==> config.mk <==
export PLATFORM = sky130hd
export DESIGN_NAME = buffer_rd_arbiter
export DESIGN_NICKNAME = d
export VERILOG_FILES = /design/src/rtl/buffer_rd_arbiter.sv
export SDC_FILE = /design/constraint.sdc
export NUM_CORES = 1
export LEC_CHECK = 0
export ABC_CLOCK_PERIOD_IN_PS = 2800
export BUFFER_PORTS_ARGS = -buffer_cell sky130_fd_sc_hd__buf_2
export CELL_PAD_IN_SITES_DETAIL_PLACEMENT = 1
export CELL_PAD_IN_SITES_GLOBAL_PLACEMENT = 2
export CORE_MARGIN = 3
export CORE_UTILIZATION = 28
export CTS_CLUSTER_SIZE = 30
export DETAILED_ROUTE_END_ITERATION = 7
export GPL_TIMING_DRIVEN = 0
export PLACE_DENSITY_LB_ADDON = 0.1
export RECOVER_POWER = 100
export SYNTH_ARGS = -nofsm -noshare
export SYNTH_HDL_FRONTEND = slang
export SYNTH_SLANG_ARGS = --single-unit
==> constraint.sdc <==
create_clock -name clk -period 2.8 [get_ports clk]
set_input_delay 0 -clock clk [delete_from_list [all_inputs] [get_ports clk]]
set_output_delay 0 -clock clk [all_outputs]
set_load 0.02 [all_outputs]
==> src/rtl/buffer_rd_arbiter.sv <==
// buffer_rd_arbiter
// Round-robin arbiter sharing one buffer read port between two requesters.
// Read data comes back one cycle after the grant. It is steered into a
// 2-entry response FIFO owned by the requester that issued the read.
// A per-requester credit (FIFO occupancy plus the read in flight) stops a
// FIFO from overflowing.
// Optional feature: define BUF_ARB_WR_FWD_EN for write-first forwarding. A
// read that hits the address being written in the same cycle then returns
// the new write data instead of the old buffer contents.
module buffer_rd_arbiter #(
    parameter int DATA_WIDTH = 64,
    parameter int ADDR_WIDTH = 6
) (
    input  logic                  clk,
    input  logic                  rst,
    input  logic [1:0]            req_valid,
    input  logic [ADDR_WIDTH-1:0] req_addr0,
    input  logic [ADDR_WIDTH-1:0] req_addr1,
    output logic [1:0]            req_ready,
    output logic [1:0]            rsp_valid,
    input  logic [1:0]            rsp_ready,
    output logic [DATA_WIDTH-1:0] rsp_data0,
    output logic [DATA_WIDTH-1:0] rsp_data1,
    output logic                  buf_rd_en,
    output logic [ADDR_WIDTH-1:0] buf_rd_addr,
    input  logic [DATA_WIDTH-1:0] buf_data_out,
    input  logic                  buf_valid_out,
    input  logic                  buf_wr_en,
    input  logic [ADDR_WIDTH-1:0] buf_wr_addr,
    input  logic [DATA_WIDTH-1:0] buf_wr_data
);

    // In-flight read and arbitration history
    logic                  if_valid_reg;
    logic                  if_tag_reg;
    logic                  last_grant_reg;
    logic [ADDR_WIDTH-1:0] addr_hold_reg;

    // Arbitration results for the current cycle
    logic [1:0]            eligible;
    logic [1:0]            pop;
    logic [1:0]            push;
    logic                  grant_any;
    logic                  grant_idx;
    logic [ADDR_WIDTH-1:0] req_addr_sel;
    logic [DATA_WIDTH-1:0] push_data;

    logic [1:0][DATA_WIDTH-1:0] head_data;

`ifdef BUF_ARB_WR_FWD_EN
    logic                  if_fwd_reg;
    logic [DATA_WIDTH-1:0] if_fwd_data_reg;
    logic                  fwd_hit;

    // A granted read colliding with a same-cycle write must return the new data
    assign fwd_hit   = grant_any & buf_wr_en & (buf_wr_addr == req_addr_sel);
    assign push_data = if_fwd_reg ? if_fwd_data_reg : buf_data_out;

    // Remember the colliding write data until the capture cycle
    always_ff @(posedge clk) begin
        if (rst) begin
            if_fwd_reg      <= 1'b0;
            if_fwd_data_reg <= '0;
        end else begin
            if_fwd_reg <= fwd_hit;
            if (fwd_hit) begin
                if_fwd_data_reg <= buf_wr_data;
            end
        end
    end
`else
    // Without forwarding the write port is not observed; responses carry old contents
    logic unused_wr_snoop;
    assign unused_wr_snoop = ^{buf_wr_en, buf_wr_addr, buf_wr_data};
    assign push_data       = buf_data_out;
`endif

    // Per-requester credit check and 2-entry response FIFO with registered head
    generate
        for (genvar gi = 0; gi < 2; gi++) begin : g_req
            logic [1:0]            count_reg;
            logic [DATA_WIDTH-1:0] head_reg;
            logic [DATA_WIDTH-1:0] tail_reg;
            logic [2:0]            credit;

            assign rsp_valid[gi] = (count_reg != 2'd0) & ~rst;
            assign pop[gi]       = rsp_valid[gi] & rsp_ready[gi];
            // The read in flight for this requester is captured this very cycle
            assign push[gi]      = if_valid_reg & (if_tag_reg == 1'(gi));
            assign credit        = {1'b0, count_reg} + {2'b00, push[gi]} - {2'b00, pop[gi]};
            assign eligible[gi]  = req_valid[gi] & (credit < 3'd2) & ~rst;
            assign head_data[gi] = head_reg;

            // FIFO storage: head is the oldest entry, tail the second one
            always_ff @(posedge clk) begin
                if (rst) begin
                    count_reg <= 2'd0;
                    head_reg  <= '0;
                    tail_reg  <= '0;
                end else begin
                    case ({push[gi], pop[gi]})
                        2'b10: begin
                            if (count_reg == 2'd0) begin
                                head_reg <= push_data;
                            end else begin
                                tail_reg <= push_data;
                            end
                            count_reg <= count_reg + 2'd1;
                        end
                        2'b01: begin
                            head_reg  <= tail_reg;
                            count_reg <= count_reg - 2'd1;
                        end
                        2'b11: begin
                            if (count_reg == 2'd1) begin
                                head_reg <= push_data;
                            end else begin
                                head_reg <= tail_reg;
                                tail_reg <= push_data;
                            end
                        end
                        default: begin
                        end
                    endcase
                end
            end

`ifndef SYNTHESIS
            // The credit rule must never let a push land in a full FIFO
            always_ff @(posedge clk) begin
                if (!rst) begin
                    assert (!(push[gi] && !pop[gi] && count_reg == 2'd2));
                end
            end
`endif
        end
    endgenerate

    assign rsp_data0 = head_data[0];
    assign rsp_data1 = head_data[1];

    // Same-cycle round-robin grant; on a tie the requester not granted last wins
    always_comb begin
        grant_any = |eligible;
        if (eligible == 2'b11) begin
            grant_idx = ~last_grant_reg;
        end else begin
            grant_idx = eligible[1];
        end
        req_addr_sel = grant_idx ? req_addr1 : req_addr0;
        req_ready    = 2'b00;
        if (grant_any) begin
            req_ready = grant_idx ? 2'b10 : 2'b01;
        end
        buf_rd_en   = grant_any;
        buf_rd_addr = grant_any ? req_addr_sel : addr_hold_reg;
    end

    // Track the read in flight, the last winner and the last driven address
    always_ff @(posedge clk) begin
        if (rst) begin
            if_valid_reg   <= 1'b0;
            if_tag_reg     <= 1'b0;
            last_grant_reg <= 1'b1;
            addr_hold_reg  <= '0;
        end else begin
            if_valid_reg <= grant_any;
            if_tag_reg   <= grant_idx;
            if (grant_any) begin
                last_grant_reg <= grant_idx;
                addr_hold_reg  <= req_addr_sel;
            end
        end
    end

`ifndef SYNTHESIS
    // Every capture cycle should coincide with valid read data from the buffer
    always_ff @(posedge clk) begin
        if (!rst && if_valid_reg) begin
            assert (buf_valid_out);
        end
    end
`endif

endmodule

Yosys cells after proc, flatten, opt, wreduce, memory -nomap -nowiden
Index checks and enable logic that the tools add are counted.
Storage, ports and cells
  register bits: 269
  input port bits: 154
  output and inout port bits: 139
  word-level logic and storage cells: 82
Operators by class
  add/sub/neg operators: 8
  order comparisons: 2
  equal/unequal tests: 15
  mux-type cells: 19
  bitwise logic cells: 13
  reductions and logical operators: 15
Operator list (count)
  two-way mux 64 bit: 8
  case mux 64 bit (3 select lines): 2
  case mux 64 bit (2 select lines): 2
  two-way mux 6 bit: 2
  != test 2 bit, second input constant: 6
  nonzero test 2 bit: 6
  AND 1 bit: 10
  == test 2 bit, second input constant: 5
  == test 2 x 1 -> 1 bit, second input constant: 4
  case mux 2 bit (2 select lines): 2
  adder 2 x 1 -> 3 bit: 2
  < comparator 3 x 2 -> 1 bit, second input constant: 2
  AND reduction 3 bit: 2
  nonzero test 3 bit: 2
  subtractor 3 x 1 -> 3 bit: 2
  adder 2 x 1 -> 2 bit, second input constant: 2
  logical NOT 2 bit: 2
  two-way mux 2 bit: 2
  AND reduction 2 bit: 2
  subtractor 2 x 1 -> 2 bit, second input constant: 2
  NOT 1 bit: 3
  OR reduction 2 bit: 1
  two-way mux 1 bit: 1

Depth between registers and ports, before layout
Gate-level depths: netlist of the first run.
  depth in word-level cells: 11
  depth in mapped cells: 13
  depth with buffers taken out: 12

Worst setup path after synthesis of the first run
No wires, ideal clock.
  path kind: register to register
  from: register g_req[1].count_reg[1]
  to: register addr_hold_reg[0]
  library setup time: 122 ps
  data arrival time: 3157 ps
  data required time: 2678 ps
  slack: -479 ps
  stages on the path, launching flop included: 14
  buffers on the path: 1
  period minus slack after synthesis: 3279 ps
  cell sequence: dfxtp_1 > inv_1 > ha_1 > nor2_1 > nand2_1 > inv_1 > ha_1 > nand2b_1 > fa_1 > xor2_1 > or3_1 > buf_2 > and3_1 > a221o_1
On the way
  word-level cells in the longest chain between the ends: 11
  elaborated cells between the ends (all ways): 13
  classes of those cells: 2 x add/sub; 1 x order compare; 1 x eq/ne; 3 x mux; 4 x bitwise; 2 x reduce/logical
Ends and longest elaborated chain
  start, declared: line 81  | logic [1:0] count_reg;
  start signal, assigned: line 108  | count_reg <= count_reg + 2'd1;
  start signal, assigned: line 112  | count_reg <= count_reg - 2'd1;
  nonzero test 2 bit (*): line 86  | assign rsp_valid[gi] = (count_reg != 2'd0) & ~rst;
  AND 1 bit (*): line 86
  named net rsp_valid[1]: line 20  | output logic [1:0] rsp_valid,
  AND 1 bit (*): line 87  | assign pop[gi] = rsp_valid[gi] & rsp_ready[gi];
  subtractor 3 x 1 -> 3 bit (*): line 90  | assign credit = {1'b0, count_reg} + {2'b00, push[gi]} - {2'b00, pop[gi]};
  < comparator 3 x 2 -> 1 bit (*): line 91  | assign eligible[gi] = req_valid[gi] & (credit < 3'd2) & ~rst;
  AND 1 bit (*) (2 in a row): line 91
  == test 2 bit: line 145  | if (eligible == 2'b11) begin
  two-way mux 1 bit: line 145
  two-way mux 6 bit: line 150  | req_addr_sel = grant_idx ? req_addr1 : req_addr0;
  two-way mux 6 bit (*)
  end signal, assigned: line 171  | addr_hold_reg <= req_addr_sel;
  end, declared: line 37  | logic [ADDR_WIDTH-1:0] addr_hold_reg;
Mark *: on every way through the listed nets, which the timed path passes. The rest lies on a longest branch.
A chain may end at the register's enable or synchronous reset.

Worst setup path after layout of the first run
  from: register g_req[0].count_reg[1]
  to: output buf_rd_addr[5]
On the way
  word-level cells in the longest chain between the ends: 11
  elaborated cells between the ends (all ways): 13
  classes of those cells: 2 x add/sub; 1 x order compare; 1 x eq/ne; 3 x mux; 4 x bitwise; 2 x reduce/logical
Ends and longest elaborated chain
  start, declared: line 81
  start signal, assigned: line 108
  start signal, assigned: line 112
  nonzero test 2 bit: line 86
  AND 1 bit: line 86
  AND 1 bit: line 87
  subtractor 3 x 1 -> 3 bit (*): line 90
  < comparator 3 x 2 -> 1 bit (*): line 91
  AND 1 bit (*) (2 in a row): line 91
  == test 2 bit: line 145
  two-way mux 1 bit: line 145
  two-way mux 6 bit: line 150
  two-way mux 6 bit (*)
  end, declared: line 25  | output logic [ADDR_WIDTH-1:0] buf_rd_addr,
Every way passes the cells marked *; elsewhere a longest branch is shown, timed or not.

==> flow_summary.ini, run 1 <==
[placement]
dpl_cell_area_um2 = 13200
pre_cts_ws_ns = -0.593
dpl.hpwl_um = 29300
port-buffer-count = 220
gp_congestion = 0.751

[clock_network]
clockBufferDepth = 3
cts_tree = done
cts.clk_slew.worst_paths_ns = 0.06
numCtsBuffers = 31
cts_root_buf = clkbuf_16
clock-sinks = 269
htree_levels = 1
clock_latency_ns = 0.57

[sta]
report.final.setup_viol = 15
period_needed_ns = 3.43
clock_skew_ns = 0.00828
worst_slack_ns = -0.626
rsz0062_at_grt = yes
finalMaxSlewViolations = 0
relSlewSlack_pct = 29.1
tns_ns = -5.98
fin_crit_sh_pct = 122
hold_ws_ns = 0.153
fmax_mhz = 292
hold_viol = 0
tightest_slew_ns = 1.06

[final_layout]
final_net_count = 1782
utilization_pct = 39.0
largest_reg_flops = 128
layout-drive-gt1-share_pct = 23.4
multi_input_area_um2 = 5430
fillers = 4644
seq_area_um2 = 5400
finalInstanceArea_um2 = 15300
syn_to_final_growth_pct = 35.4

[detailed_routing]
drtIter0Drc = 376
via_per_inst = 4.87
firstDrtPassIters = 4
drc = 0
route.vias.total = 10500
postRouteAntennaNets = 0
wl_um = 42100
wl_per_cell_um = 19.6

[pwr]
combPwrFrac_pct = 42.0
p_int_mw = 9.86
p_per_area_nw_per_um2 = 1100
vdd_drop_max_mv = 0.517
pwr-share-clk_pct = 23.8
seqPwrFrac_pct = 34.2
switchingPower_mw = 6.93
power_leakage_nw = 5.69
p_sw_share_pct = 41.3

[global_routing]
grt_usage_pct = 19.1
antenna_found_initial = 2
grt_max_degree = 16
grt_pass1_wl_um = 64100
globalRoute.totalOverflow = 0
grt_pass1_vias = 10800

[yosys]
yosysSeqAreaShare_pct = 47.8
synth_cells = 1248
ys_warn_count = 0
ys_ff_latch = 269
synth_cell_type_count = 39
syn_avg_cell_area_um2 = 9.04
synth_fp_nets = 1417
synth_area_um2 = 11300

[worst_setup_path]
critPathSlowestCell = or3b_4
path_buf_inv = 4
critical_path.max_fanout = 5
cp_top_family = simple AND/OR/NAND/NOR gates
r2r_start = g_req[0].count_reg[1]
start_kind = flip-flop
r2r_end = addr_hold_reg[1]
cp.depth = 13
rrSetupSlack_ns = -0.25
cp_cell_sequence = inv_4 -> ha_4 -> or3b_4 -> clkinv_4 -> ha_4 -> nand2b_4 -> fa_2 -> xnor2_4 -> and4_4 -> nor2_4 -> buf_6 -> a211o_1 -> buf_6
cp-endpoint = buf_rd_addr[5]
reg2regPathDepth = 14
path_class = reg -> out
crit_start = g_req[0].count_reg[1]
arrival_ns = 3.43
worstSetupEndpointType = primary output
slowest_delay_ns = 0.43
worst_ep_required_time_ns = 2.80

[flow_run]
cap_violations = 0

[floorplan]
num_io_pins = 293
num_rows = 72
die-area_um2 = 42700
initial_core_util_pct = 28.8
dieWidth_um = 207
core-area_um2 = 39200
fp.dieH_um = 207

[outcome]
outcome = finished, violations left
violations = setup timing

[worst_hold_path]
hp-class = in -> reg
-- cells by family (layout without fill, tap and decap cells) --
kind of cell / after synthesis / count (layout) / synth area share [%]
AO/OA/AOI/OAI: 278 / 278 / 20.8
other: 0 / 1 / 0
adder cells (fa/ha/maj): 15 / 15 / 1.80
XOR/XNOR: 6 / 6 / 0.466
buffers and inverters: 120 / 506 / 5.78
AND/OR/NAND/NOR: 560 / 560 / 23.4
flip-flops: 269 / 269 / 47.8
-- synthesized netlist by cell type (all sizes together) --
library cell	instances	area (um^2)
fa	2	40.0
nand2b	2	12.5
nor3	128	941
a21oi	129	646
dfxtp	269	5390
o211a	1	10.0
xnor2	3	26.3
clkinv	2	8.75
nor2b	3	18.8
a211oi	2	15.0
or3	2	12.5
inv	8	30.0
and4	3	26.3
o211ai	1	7.51
ha	13	163
nand2	268	1010
or3b	1	8.76
nor3b	1	7.51
clkbuf	69	259
a211o	7	61.3
o21a	3	30.0
nor2	136	510
a221o	5	50.1
a221oi	128	1500
nand4	1	6.26
o21ai	1	16.3
a21o	1	7.51
xor2	3	26.3
nand3	2	10.0
and2	1	6.26
buf	41	354
and3	12	75.1
-- power groups by stage --
stage	registers [mW]	clock network, mW	logic [mW]
after global placement	5.80	0	6.65
after CTS	5.73	4.15	7.21
after detailed placement	5.81	0	6.76
after global routing	5.88	4.31	7.75
final	5.74	4.00	7.05
after floorplan	6.60	0	3.58
-- cell usage in the layout (no fill, tap or decap), types with 3 or more instances in the layout --
cell           instances
nand2_1              262
xor2_1                 3
and3_1                 8
clkbuf_4               3
buf_12                 7
nand2_2                4
dfxtp_1              265
inv_4                  5
a211o_1                7
clkbuf_16             31
clkbuf_1             200
nor2b_1                3
nor3_1                68
buf_4                 23
a221o_1                5
ha_1                   9
a21oi_1              128
nor3_2                60
and3_4                 4
buf_6                 30
dlygate4sd3_1         79
nor2_1               133
inv_1                  3
clkbuf_8              10
a221oi_2              62
ha_4                   4
a221oi_1              66
buf_2                103
clkbuf_2               5
-- final cells by class --
class | instances | area share (%)
multi-input cells | 859 | 35.6
flip-flops and latches | 269 | 35.3
repair buffers | 335 | 13.8
clock buffers | 50 | 6.20
well taps | 518 | 4.25
plain buffers | 107 | 4.13
inverters | 10 | 0.361
clock inverters | 4 | 0.320
diodes | 1 | 0.0164
-- worst register-to-register path, cell delays in order, from the launching register on --
cell and delay, ns:
dfxtp_4 0.36, inv_4 0.04, ha_4 0.16, or3b_4 0.43, clkinv_4 0.07, ha_4 0.18
nand2b_4 0.13, fa_2 0.40, xnor2_4 0.19, and4_4 0.27, nor2_4 0.05, buf_6 0.11
buf_6 0.11, buf_6 0.11, a221o_1 0.32
-- layer usage --
metal,share of wire [%],global-route usage [%]
met1,47,26.6
met2,48,32.1
met3,4.0,2.12
met4,1.6,3.98
met5,0,0
-- repair_timing --
action | 4_1_cts | 5_1_grt
endpoints found under the hold margin | 267 | 0
setup endpoints to repair | 87 | 92
buffers inserted | 21 | 12
pin swaps | 14 | 9
hold buffers | 79 | 0
cloned | 1 | 0
resized for setup | 39 | 33
-- worst min-delay path by stage --
stage	from	end	slack, ns	cells after the start
floorplan	rst	rsp_valid[1]	0.03	1
global placement	req_addr0[4]	addr_hold_reg[4]	0.23	2
detailed placement	req_addr0[4]	addr_hold_reg[4]	0.23	2
CTS	rsp_ready[1]	g_req[1].count_reg[1]	0.02	5
global route	rst	last_grant_reg	0.19	4
finish	rst	last_grant_reg	0.15	4
-- stage by stage --
step                instances  power [mW]
detailed placement       1988        12.6
global placement         1986        12.5
finish                   2153        16.8
global route             2153        17.9
floorplan                1248        10.2
CTS                      2141        17.1
No activity file was read; power rests on OpenSTA's default activity.
==> run 2, diff against run 1 <==
--- a/config.mk
+++ b/config.mk
@@ -16,6 +16,7 @@
 export GPL_TIMING_DRIVEN = 0
 export PLACE_DENSITY_LB_ADDON = 0.1
 export RECOVER_POWER = 100
+export REMOVE_ABC_BUFFERS = 1
 export SYNTH_ARGS = -nofsm -noshare
 export SYNTH_HDL_FRONTEND = slang
 export SYNTH_SLANG_ARGS = --single-unit
==> flow_summary.ini, run 2 (synthesized netlist as in run 1, its figures left out) <==
[worst_hold_path]
hold_depth = 3
hp-class = in -> reg

[worst_setup_path]
worstSetupEndpointType = primary output
reg2regPathDepth = 12
path_class = reg -> out
worst_ep_required_time_ns = 2.80
arrival_ns = 3.30
critical_path.max_fanout = 6
start_kind = flip-flop

[detailed_routing]
wl_met2_um = 21600
postRouteAntennaNets = 0
drc = 0
wl_per_cell_um = 21.8
topRoutingLayerUsed = met5
via_per_inst = 5.04
route.vias.total = 10600
drtIter0Drc = 544
wl_um = 45800
firstDrtPassIters = 5
met1_length_um = 21100
wl_met3_um = 2120

[floorplan]
dieWidth_um = 207
core-area_um2 = 39200
initial_core_util_pct = 28.8
fp.dieH_um = 207
die-area_um2 = 42700
num_io_pins = 293
num_rows = 72

[clock_network]
clock-sinks = 269
numCtsBuffers = 34
clock_latency_ns = 0.53
cts_root_buf = clkbuf_16
cts_tree = done
clockBufferDepth = 3
cts.clk_slew.worst_paths_ns = 0.06
htree_levels = 2

[global_routing]
grt_pass1_wl_um = 65800
antenna_found_initial = 2
grt_pass1_vias = 10600
globalRoute.totalOverflow = 0
grt_usage_pct = 20.0
grt_max_degree = 115

[sta]
report.final.setup_viol = 165
tns_ns = -23.45
clock_skew_ns = 0.0174
fin_crit_sh_pct = 118
relSlewSlack_pct = 29.5
worst_slack_ns = -0.499
tightest_slew_ns = 1.05
rsz0062_at_grt = yes
period_needed_ns = 3.30
hold_viol = 0
finalMaxSlewViolations = 0
fmax_mhz = 303

[pwr]
p_per_area_nw_per_um2 = 1150
power_leakage_nw = 5.77
seqPwrFrac_pct = 32.3
p_sw_share_pct = 41.5
switchingPower_mw = 7.41
combPwrFrac_pct = 42.6
p_int_mw = 10.4
pwr-share-clk_pct = 25.1
vdd_drop_max_mv = 0.512

[placement]
dpl.hpwl_um = 24500
port-buffer-count = 220
pre_cts_ws_ns = -1.15
dp_cells = 1901
gp_congestion = 0.682

[final_layout]
layout-drive-gt1-share_pct = 25.5
syn_to_final_growth_pct = 38.1
instances_no_fill = 2098
final_net_count = 1724
largest_reg_flops = 128
final_cell_mix = dfxtp_1, nand2_1, clkbuf_1
mostFrequentLayoutCell = dfxtp_1

[outcome]
outcome = finished, violations left
violations = setup timing

[flow_run]
cap_violations = 0
run 2: cell types whose count changed in the layout (fill, tap and decap cells not counted), moves of 4 or more:
| cell | delta |
|---|---|
| and3_1 | -8 |
| and3_4 | +8 |
| clkbuf_2 | -5 |
| o21a_4 | +4 |
| buf_6 | -9 |
| clkbuf_16 | +6 |
| clkbuf_1 | -61 |
| buf_2 | -21 |
| buf_4 | +10 |
| buf_16 | +11 |
run 2: area by class of cell:
type	count	area, um^2
fill	4527	23600
multi-input combinational	866	5610
sequential	269	5400
timing repair buffer	374	2740
clock buffer	52	1040
tap	518	648
clock inverter	8	93.8
inverter	10	47.5
antenna	1	2.50
run 2: routing by layer:
metal  GRT usage, %  vias up
met2           33.0      229
met1           27.6     5230
met5              0        -
li1               -     5049
met4           5.14        2
met3           3.12       58
run 2: through the flow:
stage	utilization (%)	power (mW)	hold slack, ns	area (um^2)
6_report	39.7	17.8	0.0121	15600
5_1_grt	39.7	18.9	0.0501	15600
4_1_cts	39.6	18.0	0.0193	15500
3_5_place_dp	33.2	12.7	0.232	13000
3_3_place_gp	31.7	12.0	0.221	12400
2_1_floorplan	-	9.84	0.0691	10700
run 2: what timing repair did:
action,in CTS,in global routing
pin swaps,39,15
hold endpoints to repair,265,0
setup buffers,29,20
gates cloned,5,5
hold buffers,81,0
resized for setup,81,16
endpoints found under the setup margin,214,166
run 2: worst paths after layout:
kind / from / endpoint / slack [ns]
worst max-delay path: g_req[1].count_reg[1] / buf_rd_addr[3] / -0.50
worst min register to register: g_req[1].tail_reg[11] / g_req[1].tail_reg[11] / 0.46
worst min-delay path: rst / g_req[0].tail_reg[24] / 0.01
worst max register to register: g_req[0].count_reg[1] / rsp_data0[61] / -0.28
run 2: power groups by stage:
stage / combinational, mW / clock [mW] / sequential (mW)
after global routing: 8.26 / 4.77 / 5.90
after CTS: 7.67 / 4.62 / 5.75
after floorplan: 3.25 / 0 / 6.59
after global placement: 6.32 / 0 / 5.72
after detailed placement: 6.90 / 0 / 5.82
final: 7.59 / 4.49 / 5.76
run 2: worst max-delay path, stage by stage, from the launching register on:
cell and delay [ns]:
dfxtp_4 0.35, inv_2 0.05, ha_4 0.17, nor2_4 0.09, nand2_2 0.07, inv_2 0.07, ha_4 0.19, nand2b_4 0.13
fa_1 0.52, nand2_2 0.08, or3_4 0.43, and3_4 0.21, a211o_1 0.28, buf_6 0.14
==> run 3, diff against run 2 <==
--- a/config.mk
+++ b/config.mk
@@ -9,7 +9,7 @@
 export BUFFER_PORTS_ARGS = -buffer_cell sky130_fd_sc_hd__buf_2
 export CELL_PAD_IN_SITES_DETAIL_PLACEMENT = 1
 export CELL_PAD_IN_SITES_GLOBAL_PLACEMENT = 2
-export CORE_MARGIN = 3
+export CORE_MARGIN = 5
 export CORE_UTILIZATION = 28
 export CTS_CLUSTER_SIZE = 30
 export DETAILED_ROUTE_END_ITERATION = 7
==> flow_summary.ini, run 3 (synthesized netlist as in run 1, its figures left out) <==
[floorplan]
num_rows = 73
core-area_um2 = 39800
fp.dieH_um = 211
dieWidth_um = 211
die-area_um2 = 44400
initial_core_util_pct = 28.3
num_io_pins = 293

[worst_setup_path]
critical_path.max_fanout = 3
arrival_ns = 3.29
start_kind = flip-flop
r2r_end = addr_hold_reg[1]
slowest_delay_ns = 0.57
worst_ep_required_time_ns = 2.80
path_class = reg -> out
critPathSlowestCell = fa_2
worstSetupEndpointType = primary output
crit_top_cell = ha_4
cp_cell_sequence = inv_2 -> ha_4 -> or3b_4 -> clkinv_4 -> ha_4 -> nand2b_4 -> fa_2 -> nand4_1 -> buf_2 -> and3_4 -> a211o_1 -> buf_6
r2r_start = g_req[0].count_reg[0]
reg2regPathDepth = 14
rrSetupSlack_ns = -0.19

[final_layout]
finalInstanceArea_um2 = 15600
fillers = 4602
final_net_count = 1715
mostFrequentLayoutCell = dfxtp_1
layout-drive-gt1-share_pct = 25.0
final_cell_mix = dfxtp_1, nand2_1, clkbuf_1
syn_to_final_growth_pct = 38.5
largest_reg_flops = 128

[global_routing]
grt_pass1_vias = 10700
grt_pass1_wl_um = 65700
globalRoute.totalOverflow = 0
antenna_found_initial = 1
grt_max_degree = 68
grt_usage_pct = 18.8

[placement]
port-buffer-count = 220
pre_cts_ws_ns = -1.60
dpl_cell_area_um2 = 13000
gp_congestion = 0.695
dpl.hpwl_um = 24200

[sta]
fmax_mhz = 304
fin_crit_sh_pct = 118
rsz0062_at_grt = yes
hold_viol = 0
worst_slack_ns = -0.494
report.final.setup_viol = 16
tightest_slew_ns = 0.785
clock_skew_ns = 0.0139
finalMaxSlewViolations = 0
relSlewSlack_pct = 47.7
period_needed_ns = 3.29

[clock_network]
clock-sinks = 269
clockBufferDepth = 3
htree_levels = 2
cts.clk_slew.worst_paths_ns = 0.06
clock_latency_ns = 0.54
numCtsBuffers = 35
cts_root_buf = clkbuf_16
cts_tree = done

[outcome]
violations = setup timing
outcome = finished, violations left

[detailed_routing]
postRouteAntennaNets = 0
wl_um = 44700
drc = 0
wl_per_cell_um = 21.3
via_per_inst = 5.01
firstDrtPassIters = 4
drtIter0Drc = 417
route.vias.total = 10500

[pwr]
finalPower_mw = 17.7
vdd_drop_max_mv = 0.534
switchingPower_mw = 7.37
p_int_mw = 10.4
p_per_area_nw_per_um2 = 1140
power_leakage_nw = 5.79
seqPwrFrac_pct = 32.6
pwr-share-clk_pct = 25.0
p_sw_share_pct = 41.6
combPwrFrac_pct = 42.4

[worst_hold_path]
hold_start = rst
hp-class = in -> reg
hold_depth = 3
hold_end = rsp_data0[63]

[flow_run]
cap_violations = 0
## run 3: cell count changes in the layout (fill, tap and decap cells not counted), sizes merged, moves of 2 or more
cell / delta
buf: -2
clkinv: +2
bufbuf: +2
clkbuf: -5
bufinv: -2
## run 3: per-stage QoR
stage	instances	utilization [%]	hold WS (ns)	TNS, ns
after detailed placement	1909	32.7	0.236	-184.31
after global placement	1883	31.2	0.231	-1827.18
after global routing	2098	39.2	0.0305	-5.90
after CTS	2077	38.9	0.00662	-5.34
final	2098	39.2	0.0122	-4.33
after floorplan	1138	-	0.0691	-253.07
## run 3: area by class of cell
cell class | instances | area, um^2 | share of cell area [%]
Antenna cell | 1 | 2.50 | 0.0160
Timing Repair Buffer | 365 | 2790 | 17.9
Inverter | 10 | 47.5 | 0.304
Sequential cell | 269 | 5400 | 34.6
Multi-Input combinational cell | 865 | 5600 | 35.8
Tap cell | 525 | 657 | 4.21
Clock inverter | 8 | 42.5 | 0.272
Clock buffer | 55 | 1080 | 6.94
## run 3: how the worst max path moves through the flow
stage | slack (ns) | depth (start not counted) | end | start
floorplan | -1.22 | 8 | rsp_data1[0] | g_req[1].count_reg[1]
global placement | -8.25 | 8 | g_req[1].tail_reg[7] | rst
detailed placement | -1.60 | 14 | buf_rd_addr[1] | rst
CTS | -0.55 | 13 | buf_rd_addr[4] | g_req[0].count_reg[1]
global route | -0.59 | 13 | buf_rd_addr[1] | g_req[1].count_reg[0]
finish | -0.49 | 12 | buf_rd_addr[4] | g_req[0].count_reg[0]
## run 3: power by group through the flow
stage | Clock [mW] | Combinational, mW | Sequential [mW]
3_5_place_dp | 0 | 6.93 | 5.83
2_1_floorplan | 0 | 3.25 | 6.59
4_1_cts | 4.58 | 7.56 | 5.76
6_report | 4.43 | 7.53 | 5.78
5_1_grt | 4.73 | 8.18 | 5.92
3_3_place_gp | 0 | 6.33 | 5.73
## run 3: what timing repair did
action,CTS,global route
hold buffers,80,0
setup buffers,19,19
resized for setup,71,24
setup endpoints to repair,174,84
endpoints found under the hold margin,265,0
cloned,6,4
pin swaps,24,16
## run 3: routing by layer
metal | track usage, % | wire length (um)
met4 | 4.85 | 727
met2 | 31.2 | 21100
met1 | 25.9 | 21200
met5 | 0 | 0
met3 | 2.57 | 1620
## run 3: critical path, delay by kind of cell, from the launching register on
| family | cells | cell delay, ns |
|---|---|---|
| buf+inv | 4 | 0.44 |
| fa+ha+maj | 3 | 0.90 |
| flops | 1 | 0.34 |
| compound gates | 1 | 0.26 |
| simple gates | 4 | 0.83 |
